**src/rtl/coarse_peak_finder.sv**
```systemverilog
// Coarse peak finder: bins TDC timestamps into a 2^NB-bin histogram over a
// frame of laser cycles, then scans the bins and reports the tallest one.
module coarse_peak_finder #(
  parameter int NB          = 4,
  parameter int NP          = 12,
  parameter int CW          = 8,
  parameter int FRAME_LASER = 256
) (
  input  logic          clk,
  input  logic          rst_n,
  input  logic          start,
  input  logic          laser_sync,
  input  logic          tdc_valid,
  input  logic [NP-1:0] tdc_data,
  output logic [NB-1:0] peakCH,
  output logic [CW-1:0] peakCount,
  output logic          peakEmpty,
  output logic          peakReady,
  output logic          busy
);

  localparam int NBINS = 1 << NB;
  localparam int LCW   = $clog2(FRAME_LASER + 1);
  localparam logic [CW-1:0]  CNT_MAX    = {CW{1'b1}};
  localparam logic [LCW-1:0] LASER_LAST = LCW'(FRAME_LASER - 1);
  localparam logic [NB-1:0]  IDX_LAST   = NB'(NBINS - 1);

  typedef enum logic [1:0] {
    S_IDLE  = 2'd0,
    S_ACCUM = 2'd1,
    S_SCAN  = 2'd2,
    S_DONE  = 2'd3
  } state_t;

  state_t          state_q, state_d;
  logic [CW-1:0]   bin_q [NBINS];
  logic [CW-1:0]   bin_d [NBINS];
  logic [LCW-1:0]  laser_cnt_q, laser_cnt_d;
  logic [NB-1:0]   scan_idx_q, scan_idx_d;
  logic [CW-1:0]   max_val_q, max_val_d;
  logic [NB-1:0]   max_idx_q, max_idx_d;
  logic [NB-1:0]   peak_ch_q, peak_ch_d;
  logic [CW-1:0]   peak_count_q, peak_count_d;
  logic            peak_empty_q, peak_empty_d;
  logic            peak_ready_q, peak_ready_d;

  logic [NB-1:0]   tdc_bin;
  logic [CW-1:0]   scan_val;
  logic [CW-1:0]   cand_val;
  logic [NB-1:0]   cand_idx;

  assign tdc_bin  = tdc_data[NP-1:NP-NB];
  assign scan_val = bin_q[scan_idx_q];

  // Bin 0 seeds the running max; later bins replace it only when strictly
  // larger, so ties (including saturated bins) keep the lowest index.
  always_comb begin
    cand_val = max_val_q;
    cand_idx = max_idx_q;
    if ((scan_idx_q == '0) || (scan_val > max_val_q)) begin
      cand_val = scan_val;
      cand_idx = scan_idx_q;
    end
  end

  always_comb begin
    state_d      = state_q;
    bin_d        = bin_q;
    laser_cnt_d  = laser_cnt_q;
    scan_idx_d   = scan_idx_q;
    max_val_d    = max_val_q;
    max_idx_d    = max_idx_q;
    peak_ch_d    = peak_ch_q;
    peak_count_d = peak_count_q;
    peak_empty_d = peak_empty_q;
    peak_ready_d = 1'b0;

    case (state_q)
      S_IDLE, S_DONE: begin
        // A start coinciding with the result strobe belongs to the frame
        // that is just finishing, so it is dropped.
        if (start && !peak_ready_q) begin
          for (int i = 0; i < NBINS; i++) begin
            bin_d[i] = '0;
          end
          laser_cnt_d = '0;
          scan_idx_d  = '0;
          state_d     = S_ACCUM;
        end
      end

      S_ACCUM: begin
        if (tdc_valid && (bin_q[tdc_bin] != CNT_MAX)) begin
          bin_d[tdc_bin] = bin_q[tdc_bin] + CW'(1);
        end
        if (laser_sync) begin
          laser_cnt_d = laser_cnt_q + LCW'(1);
          if (laser_cnt_q == LASER_LAST) begin
            scan_idx_d = '0;
            state_d    = S_SCAN;
          end
        end
      end

      S_SCAN: begin
        max_val_d  = cand_val;
        max_idx_d  = cand_idx;
        scan_idx_d = scan_idx_q + 1'b1;
        if (scan_idx_q == IDX_LAST) begin
          peak_ch_d    = cand_idx;
          peak_count_d = cand_val;
          peak_empty_d = (cand_val == '0);
          peak_ready_d = 1'b1;
          state_d      = S_DONE;
        end
      end

      default: state_d = S_IDLE;
    endcase
  end

  always_ff @(posedge clk or negedge rst_n) begin
    if (!rst_n) begin
      state_q      <= S_IDLE;
      laser_cnt_q  <= '0;
      scan_idx_q   <= '0;
      max_val_q    <= '0;
      max_idx_q    <= '0;
      peak_ch_q    <= '0;
      peak_count_q <= '0;
      peak_empty_q <= 1'b1;
      peak_ready_q <= 1'b0;
      for (int i = 0; i < NBINS; i++) begin
        bin_q[i] <= '0;
      end
    end else begin
      state_q      <= state_d;
      laser_cnt_q  <= laser_cnt_d;
      scan_idx_q   <= scan_idx_d;
      max_val_q    <= max_val_d;
      max_idx_q    <= max_idx_d;
      peak_ch_q    <= peak_ch_d;
      peak_count_q <= peak_count_d;
      peak_empty_q <= peak_empty_d;
      peak_ready_q <= peak_ready_d;
      for (int i = 0; i < NBINS; i++) begin
        bin_q[i] <= bin_d[i];
      end
    end
  end

  assign peakCH    = peak_ch_q;
  assign peakCount = peak_count_q;
  assign peakEmpty = peak_empty_q;
  assign peakReady = peak_ready_q;
  assign busy      = (state_q == S_ACCUM) || (state_q == S_SCAN);

endmodule

```
**config.mk**
```make
export PLATFORM = sky130hd
export DESIGN_NAME = coarse_peak_finder
export DESIGN_NICKNAME = d
export VERILOG_FILES = /design/src/rtl/coarse_peak_finder.sv
export SDC_FILE = /design/constraint.sdc
export NUM_CORES = 1
export LEC_CHECK = 0
export CAP_MARGIN = 20
export CORE_ASPECT_RATIO = 0.7
export CORE_MARGIN = 2
export CORE_UTILIZATION = 55
export DETAILED_ROUTE_END_ITERATION = 8
export MAX_ROUTING_LAYER = met4
export PLACE_DENSITY = 0.8
export SYNTH_ARGS = -nofsm -noshare
export SYNTH_HDL_FRONTEND = slang
export SYNTH_SLANG_ARGS = --single-unit
```
**constraint.sdc**
```tcl
create_clock -name clk -period 3.8 [get_ports clk]
set_input_delay 0.38 -clock clk [delete_from_list [all_inputs] [get_ports clk]]
set_output_delay 0.38 -clock clk [all_outputs]
set_load 0.005 [all_outputs]
```
* Word-level counts from Yosys, hierarchy flattened
Index checks and enable logic that the tools add are counted.
Storage, ports and cells: flip-flop bits (word level) 169, word-level logic and storage cells 89
Cells by class: magnitude comparators 4, equal/unequal tests 11, reduce and logical (&&, ||, !) cells 16, $add $sub $neg 3, multiplexer cells 28, bitwise gates (word level) 2
Operators with widths (number):
- 2-to-1 mux 128 bit | 2
- one-hot mux 128 bit (2 select lines) | 1
- bitwise mux 128 bit | 1
- binary-select mux 8 bit (select 4 bit) | 2
- 2-to-1 mux 8 bit | 6
- demux 8 bit (select 4 bit) | 1
- 2-to-1 mux 9 bit | 2
- one-hot mux 9 bit (2 select lines) | 1
- 2-to-1 mux 4 bit | 4
- one-hot mux 4 bit (3 select lines) | 1
- greater-or-equal comparator 5 bit, second input constant | 2
- != test 2 bit, second input constant | 5
- NOT 4 -> 5 bit | 2
- adder 9 x 1 -> 9 bit, second input constant | 1
- equality test 9 x 8 -> 1 bit, second input constant | 1
- AND reduction 3 bit | 3
- adder 8 x 1 -> 8 bit, second input constant | 1
- greater-than comparator 8 bit | 1
- zero test 8 bit | 1
- 2-to-1 mux 2 bit | 4
- != test 8 bit, second input constant | 1
- one-hot mux 2 bit (3 select lines) | 1
- < comparator 5 x 1 -> 1 bit, second input constant | 1
- adder 4 x 1 -> 4 bit, second input constant | 1
- other kinds (13) | 18

* Longest topological paths before layout
Gate-level depths: netlist of the first run.
depth after elaboration 8, mapped depth 16, depth with buffers taken out 11

* Worst setup path after synthesis of the first run
Ideal clock, no wire load.
kind reg2reg, from register scan_idx_q[0], to register peak_count_q[4] (netlist: peakCount[4]), arrival time 4036 ps, cell stages (with the launch flop) 14, data required time 3666 ps, slack -370 ps, cells stage by stage dfrtp_1 > buf_2 > buf_1 > mux4_2 > mux4_2 > inv_1 > ha_1 > inv_1 > a221o_1 > a221o_1 > a22oi_1 > buf_2 > mux2i_1 > o21ai_0
Between the ends: cells in the longest elaborated chain, start to end 7, elaborated cells on any way between the ends 10, classes of those cells order compare (1); eq/ne (1); mux (4); bitwise (1); reduce/logical (3)
Ends and longest elaborated chain:
- start: declaration | RTL line 39 | logic [NB-1:0] scan_idx_q, scan_idx_d;
- start signal: assignment | RTL line 139 | scan_idx_q <= scan_idx_d;
- NOT 4 -> 5 bit (implied by the code) | RTL line 53 | assign scan_val = bin_q[scan_idx_q];
- binary-select mux 8 bit (select 4 bit) | RTL line 53
- 2-to-1 mux 8 bit (implied by the code) (2 in series) | RTL line 53
- greater-than comparator 8 bit | RTL line 60 | if ((scan_idx_q == '0) || (scan_val > max_val_q)) begin
- logical OR 1 bit | RTL line 60
- 2-to-1 mux 8 bit | RTL line 60
- end signal: assignment | RTL line 143 | peak_count_q <= peak_count_d;
- end: declaration | RTL line 43 | logic [CW-1:0] peak_count_q, peak_count_d;
Several ways; a longest one is shown, not always the timed one. The select of a mux whose other input is x is not followed. A chain may end at the register's enable or synchronous reset.

* Worst setup path in the final report of the first run
from register scan_idx_q[0], to register max_idx_q[2]
Between the ends: cells in the longest elaborated chain, start to end 7, elaborated cells on any way between the ends 8, classes of those cells order compare (1); mux (4); bitwise (1); reduce/logical (2)
Ends and longest elaborated chain:
- NOT 4 -> 5 bit (implied by the code) | RTL line 53
- binary-select mux 8 bit (select 4 bit) | RTL line 53
- 2-to-1 mux 8 bit (implied by the code) (2 in series) | RTL line 53
- greater-than comparator 8 bit | RTL line 60
- logical OR 1 bit * | RTL line 60
- 2-to-1 mux 4 bit * | RTL line 60
- end signal: assignment | RTL line 141 | max_idx_q <= max_idx_d;
- end: declaration | RTL line 41 | logic [NB-1:0] max_idx_q, max_idx_d;
Mark *: on every way between the ends. The rest lies on a longest branch, timed or not. The select of a mux whose other input is x is not followed.

==> results of run 1 <==
## cells by family after synthesis
family	count (synthesis)	synth area share, %
xor+xnor	9	0.771
fa+ha+maj	16	1.96
compound gates	254	17.3
simple gates	341	16.0
flops	169	41.4
buf+inv	111	5.00
mux	85	17.7
## flip-flops by register name, summed over array words and instances, names as in the netlist
name / count
max_idx_q: 4
peakCH: 4
laser_cnt_q: 9
state_q: 2
peakReady: 1
peakCount: 8
peakEmpty: 1
bin_q: 128
scan_idx_q: 4
max_val_q: 8
## worst reg2reg max path, stage by stage (launching register included)
cell      delay (ps)
dfrtp_2          470
buf_12           170
buf_4            120
mux4_2           540
mux4_2           550
ha_1             220
a21o_1           190
a21o_1           180
a221o_1          340
a22oi_2          170
buf_6            140
nand2b_1         190
mux2_2           350
## routing by layer
metal | share of wire, % | global-route usage, % | vias to the layer above
met4 | 3.2 | 11.2 | 0
met2 | 43 | 43.5 | 548
met5 | 0 | - | -
met3 | 14 | 12.7 | 104
met1 | 39 | 41.9 | 4418
li1 | - | - | 3874
## report_power, final
part	internal, mW	switching, mW	leakage, nW
clock	0.979	0.779	0.262
sequential	1.94	0.155	2.32
combinational	0.864	1.63	2.59
## worst paths after layout
kind	start	to	slack (ps)	depth (start not counted)
max in group asynchronous	rst_n	scan_idx_q[0]	2850	2
min reg2reg	peakEmpty	peakEmpty	470	2
max	scan_idx_q[0]	max_idx_q[2]	50	12
max reg2reg	scan_idx_q[0]	max_idx_q[2]	50	12
min	rst_n	bin_q[122]	10	1
min in group clk	peakEmpty	peakEmpty	470	2
## layout make-up
cell class | count | share of cell area [%]
clock inverter | 12 | 1.21
tap | 236 | 2.51
inverter | 34 | 1.08
timing repair buffer | 103 | 8.18
antenna | 1 | 0.0213
sequential | 169 | 36.0
clock buffer | 20 | 3.71
multi-input combinational | 705 | 47.3
## repair_timing
action                     4_1_cts  5_1_grt
gates resized for setup          1       20
pin swaps                        1        5
hold buffers                     0        0
buffers inserted                 0       11
cloned                           0        2
setup endpoints to repair        7       20
## placed cells by master (no fill, tap or decap), drive strengths merged, types with 2 or more instances in the layout
cell type	count
nand3	87
mux2i	15
mux4	68
o211ai	15
bufinv	2
clkinvlp	6
clkdlybuf4s50	20
clkbuf	21
dfrtp	168
nand2b	5
a21o	4
o311ai	48
buf	82
or3	3
nor3	2
inv	38
a21oi	49
a22o	22
nand4	9
and3	52
mux2	2
and2	3
xor2	8
a22oi	21
nand2	143
a221o	18
nor2b	6
o21ai	71
nor2	26
ha	16
==> impl.org, run 1 <==
** Yosys
- For this run, the leading register cell type out of synthesis is dfrtp_1.
- The number of different library cells used by synthesis comes to 54.
- Mean instance size in the synthesized netlist :: about 10 um^2
- Synthesis produced between 900 and 1000 cells.
- Summed over its instances, the top area cell type makes up 41.1% of the synthesized netlist area.
- Ranking of synthesized cells by instance count :: dfrtp_1 (168), nand2_1 (141), nand3_1 (87)
- Sorting the synthesized cells by area gives the leading types as dfrtp_1 (41%), mux4_2 (11%), nand2_1 (5.2%), mux4_1 (4.9%), nand3_1 (4.3%).
- Counting flops with a built-in enable in the synthesized netlist gives 0.
- For this run, asynchronously set or reset flops after synthesis account for 100%.
- Largest area contributor in the synthesized netlist :: dfrtp_1
- When the netlist entered floorplanning its net count stood at between 1000 and 1500.
- Summing every instance area after synthesis gives just over 0.01 mm^2.
- Syn. warnings :: 0
- Flip-flop and latch count after synthesis :: between 150 and 200
- Among all cell types in the netlist, the one instantiated most often is dfrtp_1.
- Sequential cells were found to cover between 40% and 50% of the synthesized design area.

** Setup path
- Crit path max-delay cell type :: mux4_2
- Data on the critical path arrives at its endpoint at 4060 ps.
- CP Cell Sequence :: buf_12, buf_4, mux4_2, mux4_2, ha_1, a21o_1, a21o_1, a221o_1, a22oi_2, buf_6, nand2b_1, mux2_2
- For this run, the slowest stage of the critical path takes between 500 and 600 ps.
- The cell family contributing the most delay on the critical path is multiplexers.
- Critical path fanouts, max :: 7
- Nature of the critical path startpoint :: register
- WP data required :: about 4000 ps
- By startpoint and endpoint, the worst setup path is classified as reg -> reg.
- STA classifies the critical path endpoint as a register.
- Bufs and invs on worst path :: 3

** Global routing
- The first global-routing pass estimated 46800 um of wire.
- Global routing finished with a remaining overflow of 0.
- Via count of the first global-routing pass :: between 8000 and 9000
- Entering global routing, the biggest net connects just under 100 pins.
- The initial antenna violation count was 1.
- All-layer global routing usage :: a little under a third

** Detailed routing
- For this run, design rule violations remaining after detail routing come to 0.
- First-pass detailed-route iteration total :: 6
- Number of routed nets with antenna violations :: 0
- Summed over all layers, the routed wires come to ~30000 um.
- In this run, the number of DRC markers left after iteration 0 of detailed routing was between 1000 and 1500.
- Number of vias after detailed routing :: roughly 8900
- Via-per-instance ratio :: 6.99
- Wire length per cell after detailed routing :: 23.7 um

** Timing
- Least-Margin Pin Slew :: 903 ps
- The number of max-slew violations in the final report is 0.
- Setup violations remaining at the end of the flow were counted as 0.
- Highest clock rate :: roughly 0.27 GHz
- The number of endpoints with negative hold slack in the final report came to 0.
- Max_slew headroom :: between 30% and 40%
- Across all hold checks on the routed design, the worst slack comes to around 11 ps.
- The final critical path takes up a little over nine tenths of the cycle.
- The smallest clock period supported by the final layout is computed as between 3000 and 4000 ps.
- Worst Slack Setup Final :: ~55 ps
- Across the routed clock network, the largest skew measured is approximately 18 ps.
- Total Neg Setup Slack :: 0 ps

** Final layout
- Area taken by multi-input logic gates :: roughly 0.0056 mm^2
- Non-filler instance count after layout :: 1280
- Fraction of final layout cells sized beyond drive strength 1 :: 18.3%
- Relative to the synthesized area, the layout overhead comes to 15.1%.
- Final design utilization :: between 60% and 70%
- For this run, the post-layout net count is 1063.
- After routing the design area is ~0.012 mm^2.
- After filler insertion, the fill cell instance count of the layout stands at ~1300.
- Area taken by flip-flops and latches :: roughly 0.0042 mm^2

** Place
- Prior to clock tree synthesis, the placed netlist has a worst setup slack of -20.1 ps.
- After detailed placement, the total cell area comes to 0.0110 mm^2.
- At the end of routability-driven placement, the weighted congestion stood at between 0.9 and 1.
- Number of placed cells counting well taps :: 1233
- Port Buffer Count :: 23
- The wire-length estimate of the detail-placed layout is 19300 um.

** Die
- Die Y-Extent :: between 100 and 150 um
- Full die area :: between 0.015 and 0.02 mm^2
- Pin placement for this block handled 32 I/O pins.
- Die X :: 167 um
- Placeable core region :: roughly 0.018 mm^2
- Starting density of the core :: between 50 and 60%
- Placement Rows :: 41

** Clock network
- Counting the buffers created by CTS gives 17.
- Skew-Pair Late Insertion Delay :: approximately 440 ps
- CTS sink count :: about 170
- TritonCTS clock tree :: built
- # H-tree levels :: 4
- Counting along the longest clock path gives a buffer depth of 2.
- After clock tree synthesis, the clock-pin slew on the worst setup and hold paths is 70 ps.
- CTS placed an instance of clkbuf_16 at the clock tree root.

** Run status
- The run finished with clean final reports.

** Power
- Total Power Consumption :: 6.35 mW
- Across the VDD grid, the largest voltage drop is 0.552 mV.
- Power density relative to cell area :: between 500 and 600 mW/mm^2
- Pleak :: roughly 5.2 nW

** Job
- Max cap viols :: 0

** Hold path
- The worst hold path belongs to the class in -> async.
Power figures use the tool's default switching activity.
==> run 2, diff against run 1 <==
--- a/config.mk
+++ b/config.mk
@@ -9,6 +9,7 @@
 export CORE_ASPECT_RATIO = 0.7
 export CORE_MARGIN = 2
 export CORE_UTILIZATION = 55
+export CTS_CLUSTER_DIAMETER = 40
 export DETAILED_ROUTE_END_ITERATION = 8
 export MAX_ROUTING_LAYER = met4
 export PLACE_DENSITY = 0.8
==> results of run 2 <==
The final DEF is identical to that of run 1; final timing and power are the same.
